**src/rtl/div_unit_pkg.sv**
```systemverilog
// Shared definitions for the iterative divider: data width, op encoding,
// FSM states and small arithmetic helpers.
package div_unit_pkg;

  localparam int unsigned DATA_W = 32;

  localparam logic [DATA_W-1:0] SIGNED_MIN = {1'b1, {(DATA_W-1){1'b0}}};

  typedef enum logic [1:0] {
    OP_DIV  = 2'b00,
    OP_DIVU = 2'b01,
    OP_REM  = 2'b10,
    OP_REMU = 2'b11
  } div_op_e;

  typedef enum logic [1:0] {
    ST_IDLE = 2'b00,
    ST_CALC = 2'b01,
    ST_DONE = 2'b10
  } div_state_e;

  function automatic logic op_is_signed(input div_op_e op);
    return (op == OP_DIV) || (op == OP_REM);
  endfunction

  function automatic logic op_is_rem(input div_op_e op);
    return (op == OP_REM) || (op == OP_REMU);
  endfunction

  function automatic logic [DATA_W-1:0] negate(input logic [DATA_W-1:0] v);
    return '0 - v;
  endfunction

endpackage

```
**src/rtl/subtractor_32bit.sv**
```systemverilog
// 32-bit subtractor; borrow is set when a < b (unsigned).
module subtractor_32bit (
  input  logic [31:0] a,
  input  logic [31:0] b,
  output logic [31:0] diff,
  output logic        borrow
);

  assign {borrow, diff} = {1'b0, a} - {1'b0, b};

endmodule

```
**src/rtl/div_unit.sv**
```systemverilog
// Radix-2 restoring divider, fixed 33-cycle latency from accepted start
// to the one-cycle o_valid pulse. Supports DIV, DIVU, REM and REMU.
module div_unit
  import div_unit_pkg::*;
(
  input  logic              i_clk,
  input  logic              i_rst_n,
  input  logic              i_start,
  input  logic [1:0]        i_op,
  input  logic [DATA_W-1:0] i_a,
  input  logic [DATA_W-1:0] i_b,
  output logic              o_busy,
  output logic              o_valid,
  output logic [DATA_W-1:0] o_result
);

  div_state_e        state;
  div_op_e           op_q;
  logic [DATA_W-1:0] divisor_q;
  logic [DATA_W-1:0] rem_q;
  logic [DATA_W-1:0] quo_q;
  logic [DATA_W-1:0] a_raw_q;
  logic [5:0]        count_q;
  logic              q_neg_q;
  logic              r_neg_q;
  logic              dz_q;
  logic              ovf_q;

  // Accept-side operand conditioning
  div_op_e           op_in;
  logic              signed_in;
  logic [DATA_W-1:0] a_mag;
  logic [DATA_W-1:0] b_mag;
  logic              dz_in;
  logic              ovf_in;

  always_comb begin
    op_in     = div_op_e'(i_op);
    signed_in = op_is_signed(op_in);
    a_mag     = (signed_in && i_a[DATA_W-1]) ? negate(i_a) : i_a;
    b_mag     = (signed_in && i_b[DATA_W-1]) ? negate(i_b) : i_b;
    dz_in     = (i_b == '0);
    ovf_in    = signed_in && (i_a == SIGNED_MIN) && (i_b == '1);
  end

  // One iteration step
  logic [DATA_W:0]   shifted;
  logic [DATA_W-1:0] trial;
  logic              borrow;
  logic              take;
  logic [DATA_W-1:0] rem_nx;
  logic [DATA_W-1:0] quo_nx;

  assign shifted = {rem_q, quo_q[DATA_W-1]};

  subtractor_32bit u_sub (
    .a      (shifted[DATA_W-1:0]),
    .b      (divisor_q),
    .diff   (trial),
    .borrow (borrow)
  );

  // The bit shifted out of rem_q means the partial remainder already exceeds
  // any 32-bit divisor, so the subtraction is taken regardless of borrow.
  always_comb begin
    take   = shifted[DATA_W] | ~borrow;
    rem_nx = take ? trial : shifted[DATA_W-1:0];
    quo_nx = {quo_q[DATA_W-2:0], take};
  end

  // Final fix-up on the last iteration's results
  logic [DATA_W-1:0] quo_fix;
  logic [DATA_W-1:0] rem_fix;
  logic [DATA_W-1:0] res_nx;

  always_comb begin
    quo_fix = q_neg_q ? negate(quo_nx) : quo_nx;
    rem_fix = r_neg_q ? negate(rem_nx) : rem_nx;
    if (dz_q) begin
      quo_fix = '1;
      rem_fix = a_raw_q;
    end
    if (ovf_q) begin
      quo_fix = SIGNED_MIN;
      rem_fix = '0;
    end
    res_nx = op_is_rem(op_q) ? rem_fix : quo_fix;
  end

  always_ff @(posedge i_clk) begin
    if (!i_rst_n) begin
      state     <= ST_IDLE;
      op_q      <= OP_DIV;
      divisor_q <= '0;
      rem_q     <= '0;
      quo_q     <= '0;
      a_raw_q   <= '0;
      count_q   <= '0;
      q_neg_q   <= 1'b0;
      r_neg_q   <= 1'b0;
      dz_q      <= 1'b0;
      ovf_q     <= 1'b0;
      o_result  <= '0;
    end else begin
      unique case (state)
        ST_IDLE, ST_DONE: begin
          if (i_start) begin
            op_q      <= op_in;
            divisor_q <= b_mag;
            rem_q     <= '0;
            quo_q     <= a_mag;
            a_raw_q   <= i_a;
            count_q   <= 6'd31;
            q_neg_q   <= signed_in && (i_a[DATA_W-1] ^ i_b[DATA_W-1]);
            r_neg_q   <= signed_in && i_a[DATA_W-1];
            dz_q      <= dz_in;
            ovf_q     <= ovf_in;
            state     <= ST_CALC;
          end else begin
            state <= ST_IDLE;
          end
        end
        ST_CALC: begin
          rem_q <= rem_nx;
          quo_q <= quo_nx;
          if (count_q == 6'd0) begin
            o_result <= res_nx;
            state    <= ST_DONE;
          end else begin
            count_q <= count_q - 6'd1;
          end
        end
        default: state <= ST_IDLE;
      endcase
    end
  end

  assign o_busy  = (state == ST_CALC);
  assign o_valid = (state == ST_DONE);

endmodule

```
**config.mk**
```make
export PLATFORM = sky130hd
export DESIGN_NAME = div_unit
export DESIGN_NICKNAME = d
export VERILOG_FILES = /design/src/rtl/div_unit_pkg.sv /design/src/rtl/subtractor_32bit.sv /design/src/rtl/div_unit.sv
export SDC_FILE = /design/constraint.sdc
export NUM_CORES = 1
export LEC_CHECK = 0
export CAP_MARGIN = 15
export CORE_ASPECT_RATIO = 1.4
export CORE_MARGIN = 2
export CORE_UTILIZATION = 45
export DETAILED_ROUTE_END_ITERATION = 12
export PLACE_DENSITY = 0.73
export SYNTH_ARGS = -nofsm -noshare
export SYNTH_HDL_FRONTEND = slang
export SYNTH_HIERARCHICAL = 1
export SYNTH_SLANG_ARGS = --single-unit
```
**constraint.sdc**
```tcl
create_clock -name i_clk -period 6 [get_ports i_clk]
set_clock_uncertainty 0.15 [all_clocks]
set_input_delay 0.6 -clock i_clk [delete_from_list [all_inputs] [get_ports i_clk]]
set_output_delay 0.6 -clock i_clk [all_outputs]
set_load 0.1 [all_outputs]
```
==> flow_metrics.tcl <==
set metrics [dict create \
    status "finished clean" \
    viasPerCell 6.13 \
    insertion_delay_ps 440 \
    final_common_cell "nand2_1" \
    critPathRequiredTime_ps 6210 \
    wl_mm 39.4 \
    synth_warnings 6 \
    startpoint_type "flop" \
    multi_input_area_um2 7790 \
    hold_path.class "flop to flop" \
    diodes 0 \
    syn_to_final_growth_pct 15.5 \
    drive_above_1_share_pct 5.12 \
    drv_slew 0 \
    synthCells 1599 \
    place.gp.congestion 0.946 \
    post_synth.cell_area_avg_um2 7.39 \
    clock_path_buffers 2 \
    wire_per_inst_um 19.9 \
    cts_inserted_buffers 17 \
    die_x_um 141 \
    cts_tree "yes" \
    ys_ff_latch 173 \
    finalWorstPathRequiredPeriod_ps 5610 \
    synth_edf_count 0 \
    clk_pin_slew_ps 70 \
    worstSetupPathType "flop to flop" \
    worst_pin_slew_ps 1170 \
    io_buffer_count 102 \
    fill_cells 2486 \
    numClockSinks 173 \
    num-nets-final 1755 \
    drt_iter0_markers 919 \
    rows 70 \
    fin_crit_sh_pct 93.4 \
    tns_ps 0 \
    cts_root_buf "clkbuf_16" \
    final-hold-violation-count 0 \
    hpwlAfterDp_mm 29.9 \
    die_area_um2 27600 \
    vias 12200 \
    synthFlopType "dfxtp_1" \
    antenna_found_initial 0 \
    end_kind "flop" \
    cp_max_fo 17 \
    synth_area_um2 11800 \
    slew_headroom_pct 21.9 \
    coreArea_um2 26000 \
    final-setup-viol-count 0 \
    layout_common_cells "nand2_1, a21oi_1, dfxtp_1, nor2_1, clkdlybuf4s50_1" \
    synth_nets 1707 \
    cts_setup_buffers 0 \
    boundaryPins 103 \
    die_h_um 196 \
    arrival_ps 5810 \
    drtPass1Iterations 6 \
    drc_errors 0 \
    maxCapViolations 0 \
    ctsResizeCount 0 \
    grt_pass1_vias 11500 \
    hold_buffers 0 \
    grt_max_degree 73 \
    clock.fmax_mhz 178 \
    ant_nets 0 \
    grt_usage_pct 28.2 \
    rsz0062_at_grt "no" \
    register_area_um2 3460 \
    ys_types 80 \
    seq_area_frac_synth_pct 29.3 \
    ys_async_sr_fraction_pct 0 \
    cts-htree-levels 4 \
    grt_pass1_wl_mm 61.6 \
    grt-ovfl-total 0 \
    initial_utilization_pct 45.4 \
]
[critical path: stages, from the launching register on]
cell,delay [ps]
dfxtp_1,370
inv_1,60
ha_1,220
fa_1,400
nand2b_1,200
a21oi_2,230
o21ai_0,170
a21oi_1,390
a311oi_1,210
o31a_1,380
nand2b_4,280
inv_2,140
or3_1,340
a2111oi_2,480
nand2_1,350
o311ai_1,350
o21ai_0,120
or4_1,490
a211oi_2,180
[final timing paths]
path	from	endpoint	slack (ps)	cells after the start
worst max-delay path	quo_q[31]$_SDFFE_PN0P_	o_result[30]$_SDFFE_PN0P_	390	18
worst max register to register	quo_q[31]$_SDFFE_PN0P_	o_result[30]$_SDFFE_PN0P_	390	18
worst min-delay path	o_result[23]$_SDFFE_PN0P_	o_result[23]$_SDFFE_PN0P_	300	2
worst min register to register	o_result[23]$_SDFFE_PN0P_	o_result[23]$_SDFFE_PN0P_	300	2
[state kept, by name (all words and copies together), names as in the netlist]
name	cells
ovf_q	1
quo_q	32
op_q	1
o_result	32
state	2
q_neg_q	1
count_q	6
divisor_q	32
r_neg_q	1
rem_q	32
a_raw_q	32
dz_q	1
[synth_stat cells (all sizes together) (11+ instances only)]
master / count / area share, %
nand4: 17 / 0.90
o21ai: 98 / 4.2
a311oi: 11 / 0.87
nor4: 15 / 0.85
clkbuf: 80 / 2.5
o211ai: 21 / 1.4
nor2: 157 / 5.0
nor3: 34 / 1.4
xnor2: 67 / 5.0
buf: 12 / 0.54
a22o: 12 / 0.89
inv: 58 / 1.8
o22ai: 11 / 0.58
nand3: 15 / 0.64
a21oi: 179 / 7.6
o41ai: 12 / 0.89
nand2b: 20 / 1.1
o31ai: 21 / 1.5
a211oi: 18 / 1.2
ha: 38 / 4.0
or4: 12 / 0.76
mux2i: 29 / 2.5
or3: 22 / 1.2
nand2: 247 / 7.8
xor2: 61 / 4.5
dfxtp: 173 / 29
a22oi: 48 / 3.0
[metal layers]
metal / wire (um) / global-route usage [%]
met2: 20000 / 51.2
met4: 2350 / 16.7
met5: 0 / 0
met1: 15100 / 31.4
met3: 1990 / 3.49
[cell type report]
type | count | share of cell area (%)
Clock inverter | 12 | 0.981
Tap cell | 324 | 2.97
Timing Repair Buffer | 121 | 8.53
Multi-Input combinational cell | 1275 | 57.1
Inverter | 59 | 1.64
Sequential cell | 173 | 25.4
Clock buffer | 20 | 3.42
[through the flow]
step | instances | instance area (um^2) | hold WS (ps) | util (%) | worst slack [ps]
global route | 1984 | 13600 | 324 | 52.5 | 16.3
floorplan | 1599 | 11800 | 275 | - | 1110
finish | 1984 | 13600 | 298 | 52.5 | 394
CTS | 1984 | 13600 | 300 | 52.5 | 458
detailed placement | 1952 | 13000 | 289 | 50.2 | 520
global placement | 1952 | 13000 | 280 | 50.2 | 626
[cell families (layout without fill, tap and decap cells)]
| group | count (synthesis) | after routing | synth area share (%) |
|---|---|---|---|
| buffers and inverters | 151 | 212 | 4.95 |
| and+or+nand+nor | 582 | 582 | 22.2 |
| AOI/OAI and AO/OA | 489 | 489 | 26.5 |
| adders and majority gates | 39 | 39 | 4.19 |
| muxes | 37 | 37 | 3.28 |
| xor gates and xnor gates | 128 | 128 | 9.48 |
| DFF | 173 | 173 | 29.3 |
Power is not shown: default switching activity piles up to over one toggle a cycle in this logic, so the estimate is an artifact.
